File: config.mk
export PLATFORM = sky130hd
export DESIGN_NAME = pipe_stage_elastic
export DESIGN_NICKNAME = d
export VERILOG_FILES = /design/src/rtl/pipe_stage_elastic_pkg.sv /design/src/rtl/pipe_stage_elastic_sat_counter.sv /design/src/rtl/pipe_stage_elastic.sv
export SDC_FILE = /design/constraint.sdc
export NUM_CORES = 1
export LEC_CHECK = 0
export ABC_AREA = 1
export CORE_UTILIZATION = 29
export CTS_BUF_LIST = sky130_fd_sc_hd__clkbuf_8 sky130_fd_sc_hd__clkbuf_16
export CTS_CLUSTER_DIAMETER = 60
export DETAILED_ROUTE_END_ITERATION = 16
export PLACE_DENSITY = 0.55
export SLEW_MARGIN = 25
export SYNTH_ARGS = -nofsm -noshare
export SYNTH_HDL_FRONTEND = slang
export SYNTH_SLANG_ARGS = --single-unit
export TNS_END_PERCENT = 30
File: constraint.sdc
create_clock -name clk -period 3.1 [get_ports clk]
set_clock_uncertainty 0.1 [all_clocks]
set_input_delay 0.31 -clock clk [delete_from_list [all_inputs] [get_ports clk]]
set_output_delay 0.31 -clock clk [all_outputs]
set_load 0.005 [all_outputs]
File: src/rtl/pipe_stage_elastic_pkg.sv
// pipe_stage_elastic_pkg: shared stage states and occupancy decode for elastic pipeline stages
package pipe_stage_elastic_pkg;
  typedef enum logic [1:0] {EMPTY = 2'd0, FULL = 2'd1, SKID = 2'd2} stage_state_t;
  function automatic logic [1:0] occupancy_of(stage_state_t s);
    return (s == SKID) ? 2'd2 : (s == FULL) ? 2'd1 : 2'd0;
  endfunction
endpackage

File: src/rtl/pipe_stage_elastic_sat_counter.sv
// sat_counter: W-bit up counter that sticks at all-ones
// ports: clk, reset (sync, active-high), inc (count enable), count (current value)
module sat_counter #(
  parameter int W = 32
) (
  input  logic         clk,
  input  logic         reset,
  input  logic         inc,
  output logic [W-1:0] count
);
  logic [W-1:0] count_q, count_d;
  always_comb count_d = (inc && !(&count_q)) ? count_q + 1'b1 : count_q;
  always_ff @(posedge clk) count_q <= reset ? '0 : count_d;
  assign count = count_q;
endmodule

File: src/rtl/pipe_stage_elastic.sv
// pipe_stage_elastic: valid/ready pipeline register with optional 2-entry skid, flush and stall counter
// ports: clk, reset (sync, active-high); in_valid/in_ready/in_data upstream handshake;
//        flush drops all held entries; out_valid/out_ready/out_data downstream handshake;
//        occupancy = entries held (0..2); stall_cnt = saturating count of stalled output cycles
module pipe_stage_elastic
  import pipe_stage_elastic_pkg::*;
#(
  parameter int WIDTH = 64,
  parameter int SKID  = 1,
  parameter int CNT_W = 32
) (
  input  logic             clk,
  input  logic             reset,
  input  logic             in_valid,
  output logic             in_ready,
  input  logic [WIDTH-1:0] in_data,
  input  logic             flush,
  output logic             out_valid,
  input  logic             out_ready,
  output logic [WIDTH-1:0] out_data,
  output logic [1:0]       occupancy,
  output logic [CNT_W-1:0] stall_cnt
);
  stage_state_t state_q, state_d;
  logic [WIDTH-1:0] main_q, main_d, skid_q, skid_d;
  logic in_fire, out_fire;
  // SKID=1 decodes in_ready from state only so no ready path crosses the stage;
  // SKID=0 lets a full stage accept when downstream drains in the same cycle.
  generate
    if (SKID != 0) begin : g_skid
      assign in_ready = (state_q != pipe_stage_elastic_pkg::SKID);
    end else begin : g_noskid
      assign in_ready = (state_q == EMPTY) | out_ready;
    end
  endgenerate
  assign in_fire   = in_valid & in_ready;
  assign out_valid = (state_q != EMPTY);
  assign out_fire  = out_valid & out_ready;
  assign out_data  = main_q;
  assign occupancy = occupancy_of(state_q);
  // With SKID=0, in_fire & !out_fire is unreachable from FULL, so the skid entry is never used.
  always_comb begin
    state_d = state_q;
    main_d  = main_q;
    skid_d  = skid_q;
    if (flush) begin
      state_d = EMPTY;
      main_d  = '0;
      skid_d  = '0;
    end else begin
      case (state_q)
        EMPTY: if (in_fire) begin
          state_d = FULL;
          main_d  = in_data;
        end
        FULL: if (in_fire && out_fire) main_d = in_data;
          else if (in_fire) begin
            state_d = pipe_stage_elastic_pkg::SKID;
            skid_d  = in_data;
          end else if (out_fire) state_d = EMPTY;
        pipe_stage_elastic_pkg::SKID: if (out_fire) begin
          state_d = FULL;
          main_d  = skid_q;
        end
        default: state_d = EMPTY;
      endcase
    end
  end
  always_ff @(posedge clk) begin
    if (reset) begin
      state_q <= EMPTY;
      main_q  <= '0;
      skid_q  <= '0;
    end else begin
      state_q <= state_d;
      main_q  <= main_d;
      skid_q  <= skid_d;
    end
  end
  sat_counter #(.W(CNT_W)) u_stall (
    .clk  (clk),
    .reset(reset),
    .inc  (out_valid & ~out_ready),
    .count(stall_cnt)
  );
endmodule
Word-level counts from Yosys, hierarchy flattened
Cells that the tools add are included.
Operators by class
  reductions and logical operators: 11
  bitwise gates (word level): 5
  eq/ne operators: 8
  add/sub/neg operators: 1
  mux-type cells: 12
Operators with widths (number)
  64-bit 2-to-1 mux: 3
  64-bit case mux with 3 select lines: 1
  32-bit by 1-bit adder with 32-bit output, second input constant: 1
  32-bit AND reduction: 1
  2-bit 2-to-1 mux: 6
  2-bit inequality test, second input constant: 4
  4-bit AND reduction: 2
  2-bit case mux with 3 select lines: 1
  1-bit bitwise AND: 3
  3-bit inequality test, second input constant: 1
  3-bit AND reduction: 1
  3-bit nonzero test: 1
  2-bit by 1-bit equality test with 1-bit output, second input constant: 1
  2-bit equality test, second input constant: 1
  1-bit logical AND: 2
  2-bit zero test: 1
  2-bit by 1-bit inequality test with 1-bit output, second input constant: 1
  1-bit inverter: 2
  2-bit nonzero test: 1
  2-bit OR reduction: 1
  1-bit zero test: 1
  1-bit 2-to-1 mux: 1
Word-level totals
  input port bits: 69
  output and inout port bits: 100
  flip-flop bits (word level): 162
  word-level logic and storage cells: 41

Longest topological paths before layout
  depth after elaboration: 6
  gate-level depth with buffers: 11
  mapped depth without buffers: 10

Modules after synthesis
From an unflattened synthesis, not the netlist that was laid out.
Second synthesis, totals
  cell total of the unflattened synthesis: 1236
  area total of the unflattened synthesis: 7717.4 µm²
Modules (own cells, without submodules)
  pipe_stage_elastic: sequential area each 2602.5 µm², cells each 916, instances 1, area an instance 5733.0 µm²
  sat_counter: sequential area each 640.6 µm², cells each 320, instances 1, area an instance 1984.4 µm²

Worst setup path before layout
Ideal clock, no wire load.
  path kind: register to register
  from: register u_stall.count_q[0], in the netlist u_stall.count[0]
  to: register u_stall.count_q[26], in the netlist u_stall.count[26]
  stages on the path, launching flop included: 10
  arrival: 1.412 ns
  library setup time: 0.115 ns
  data required time: 2.885 ns
  slack: 1.473 ns
  clock period less this slack: 1.627 ns
  path through: dfxtp_1 -> ha_1 -> nand2_1 -> nor2_2 -> nand2_1 -> nor2_1 -> nand3_1 -> buf_2 -> a21oi_1 -> nor2_1
On the way
  cells in the longest elaborated chain, start to end: 3
  elaborated cells on any way between the ends: 4
  those cells by class: add/sub: 1; reduce/logical: 3
Ends and longest elaborated chain
  start: declaration: line pipe_stage_elastic_sat_counter.sv:11  | logic [W-1:0] count_q, count_d;
  start signal: assignment: line pipe_stage_elastic_sat_counter.sv:13  | always_ff @(posedge clk) count_q <= reset ? '0 : count_d;
  branches (longest 3 deep; another with 32-bit by 1-bit adder with 32-bit output)
Several ways; the timed one is not identified.
A chain may end at the register's enable or synchronous reset.

Worst setup path in the final report
  from: register state_q[1]
  to: output in_ready
On the way
  cells in the longest elaborated chain, start to end: 1
Ends and longest elaborated chain
  start: declaration: line pipe_stage_elastic.sv:24  | stage_state_t state_q, state_d;
  start signal: assignment: line pipe_stage_elastic.sv:75  | state_q <= state_d;
  2-bit inequality test: line pipe_stage_elastic.sv:31  | assign in_ready = (state_q != pipe_stage_elastic_pkg::SKID);
  end: declaration: line pipe_stage_elastic.sv:15  | output logic in_ready,
No other way between the ends.

==> summary.md <==
| Metric | Value |
|---|---|
| Hpwl dp | 13500 microns |
| Crit share post-route | 74.3% |
| Required time worst endpoint | 2.69 ns |
| Final Hold Viols | 0 |
| # nets final | 1214 |
| Crit start category | flip-flop |
| CP Capture Type | output port |
| Wire length per cell | 13.4 microns |
| Most frequent cells after synthesis | nand2_1, dfxtp_1, nor2_1 |
| Critical Path End | in_ready |
| Initial core utilization | 29.9% |
| Clk sinks | 162 |
| Final GP Congestion | 0.843 |
| Clk root buf | clkbuf_16 |
| Cell area after synthesis | 7090 sq um |
| Die Y | 158 microns |
| Crit path DAT | 1.89 ns |
| Drt total wl | 19800 microns |
| Core Util, Final | 40.7% |
| Worst-skew pair later-pin latency | 0.43 ns |
| Layout cell share with drive strength beyond 1 | 5.19% |
| Origin of the worst setup path | state_q[1]$_SDFFE_PP0P_ |
| Syn_nets | 1075 |
| Syn Inst Count | 1005 |
| GR Util All Layers | 16.6% |
| RSZ-0062 raised after global routing | no |
| Rel. slew slack | 48.4% |
| Drt first pass iters | 5 |
| Max Cap Viol | 0 |
| CTS clk-pin slew, worst paths | 0.06 ns |
| Total Neg Setup Slack | 0 ns |
| Leakage power | 3.51 nW |
| Top cell type's share of synthesized area | 45.7% |
| Placed Instances | 1444 |
| Post-synth EDFFs | 0 |
| Largest net degree at the start of global routing | 102 |
| Worst Hold Path Cells | 2 |
| IO Count | 169 |
| Fmax | 434 MHz |
| R2R Setup Slk | 0.84 ns |
| R2R cell count | 9 |
| CTS tree | done |
| Drt first-iter violations | 370 |
| Hold crit path type | reg2reg |
| Max-slew violation count | 0 |
| Fraction of registers with async set/reset | 0% |
| Yosys reg bits | 162 |
| Die W | 158 microns |
| Fin crit period | 2.30 ns |
| Crit Path Max Fanout | 101 |
| Vias in the first global route | 6359 |
| Synth-to-Final Area Change | 36.4% |
| Sequential fraction of the synthesis area | 45.7% |
| Cell variety after synth | 28 |
| Port Buffers | 168 |
| Synth top area cells | dfxtp_1, nand2_1, a21oi_1 |
| Die area | 25100 sq um |
| Global-route wire length before repair | 32500 microns |
| Post-CTS Setup Repair Bufs | 0 |
| Slew @ Worst Pin | 0.772 ns |
| H-tree levels | 4 |
| Count of warnings emitted by yosys | 0 |
| Max Root-Sink Buffers | 2 |
| Post-synth top area cell | dfxtp_1 |
| Core area | 23800 sq um |
| Initial antenna violation count | 0 |
| Final routed DRC violation total | 0 |
| Hold slack final | 0.357 ns |
| CTS Buf Count | 17 |
| Pwr/cell area | 493 nW/um^2 |
| Most frequent cell after synthesis | nand2_1 |
| Final std cells w/o fill | 1476 |
| Via count | 6771 |
| Average cell area after synthesis | 7.06 sq um |
| Hold buffers post-CTS | 0 |
| Ys flop type | dfxtp_1 |
| Worst vdd ir | 0.221 mV |
| RR Startpoint | u_stall.count[1]$_SDFFE_PP0P_ |
| GRT overflow | 0 |
| Avg Vias per Cell | 4.59 |
| Post-CTS Resized | 0 |
| Row cnt | 56 |
| Worst Path Class, Setup | reg2out |
| Run status | complete, no violations |
| N_diodes | 0 |
| Setup violations, final | 0 |
| RR Endpoint | u_stall.count[2]$_SDFFE_PP0P_ |
| Final ANT Viol Nets | 0 |
==> cells in the final DEF (no fill, tap or decap), types with 2 or more instances in the layout <==
cell	instances
and2_1	2
nand2_2	2
o21bai_1	28
nor2_1	117
a21oi_1	89
clkinv_2	3
nor3_1	11
inv_6	3
o21ai_0	39
inv_1	64
clkbuf_16	17
nand3_1	35
nand4_1	7
buf_4	9
a211oi_1	36
clkinvlp_4	3
nor2_2	5
clkdlybuf4s50_1	168
clkbuf_8	3
inv_2	3
bufinv_16	3
a31oi_1	30
nand2_1	304
buf_12	5
dfxtp_1	162
==> cell families after synthesis <==
family,synth area share [%]
adder cells (fa/ha/maj),0.176
buffers and inverters,7.78
flip-flops,45.7
XOR/XNOR,0.124
AO/OA/AOI/OAI,18.8
AND/OR/NAND/NOR,27.4
==> sequential cells by signal, indices dropped and copies added (netlist names) <==
register	flops
skid_q	64
state_q	2
out_data	64
u_stall.count	32
==> worst max-delay path, stage by stage (launching register included) <==
cell and delay (ns):
dfxtp_1 0.40, nand2_4 0.13, buf_12 0.32, clkdlybuf4s50_1 0.58
==> routing by layer <==
metal	global-route usage, %	routed length [microns]	share of wire, %	up-vias
li1	-	-	-	3570
met1	21.5	9490	48	3016
met2	26.8	9030	46	161
met3	3.89	971	4.9	24
met4	5.68	291	1.5	0
met5	0	0	0	-
==> stage by stage <==
step / cell area [sq um] / worst slack (ns) / total power (W)
finish: 9670 / 0.796 / 0.00477
global placement: 9050 / 0.847 / 0.00260
floorplan: 7090 / 1.47 / 0.00237
global route: 9670 / 0.497 / 0.00497
CTS: 9670 / 0.738 / 0.00484
detailed placement: 9050 / 0.838 / 0.00260
==> power breakdown <==
| group | switching (W) | total [W] | internal, W |
|---|---|---|---|
| Sequential | 0.0000250 | 0.00215 | 0.00212 |
| Clock | 0.000891 | 0.00223 | 0.00133 |
| Combinational | 0.000190 | 0.000397 | 0.000207 |
==> area by class of cell <==
type / instances / area (sq um)
flip-flops and latches: 162 / 3240
well taps: 319 / 399
repair buffers: 182 / 1850
clock buffers: 20 / 467
fillers: 2444 / 14100
inverters: 67 / 253
clock inverters: 12 / 153
multi-input cells: 714 / 3310
==> worst min path at each step <==
stage / startpoint / to
after floorplan: reset / u_stall.count[0]$_SDFFE_PP0P_
after global placement: skid_q[23]$_SDFFE_PP0P_ / skid_q[23]$_SDFFE_PP0P_
after detailed placement: skid_q[35]$_SDFFE_PP0P_ / skid_q[35]$_SDFFE_PP0P_
after CTS: in_data[16] / skid_q[16]$_SDFFE_PP0P_
after global routing: in_data[16] / skid_q[16]$_SDFFE_PP0P_
final: skid_q[27]$_SDFFE_PP0P_ / skid_q[27]$_SDFFE_PP0P_
Note: power is estimated with default switching activity, not from simulation.
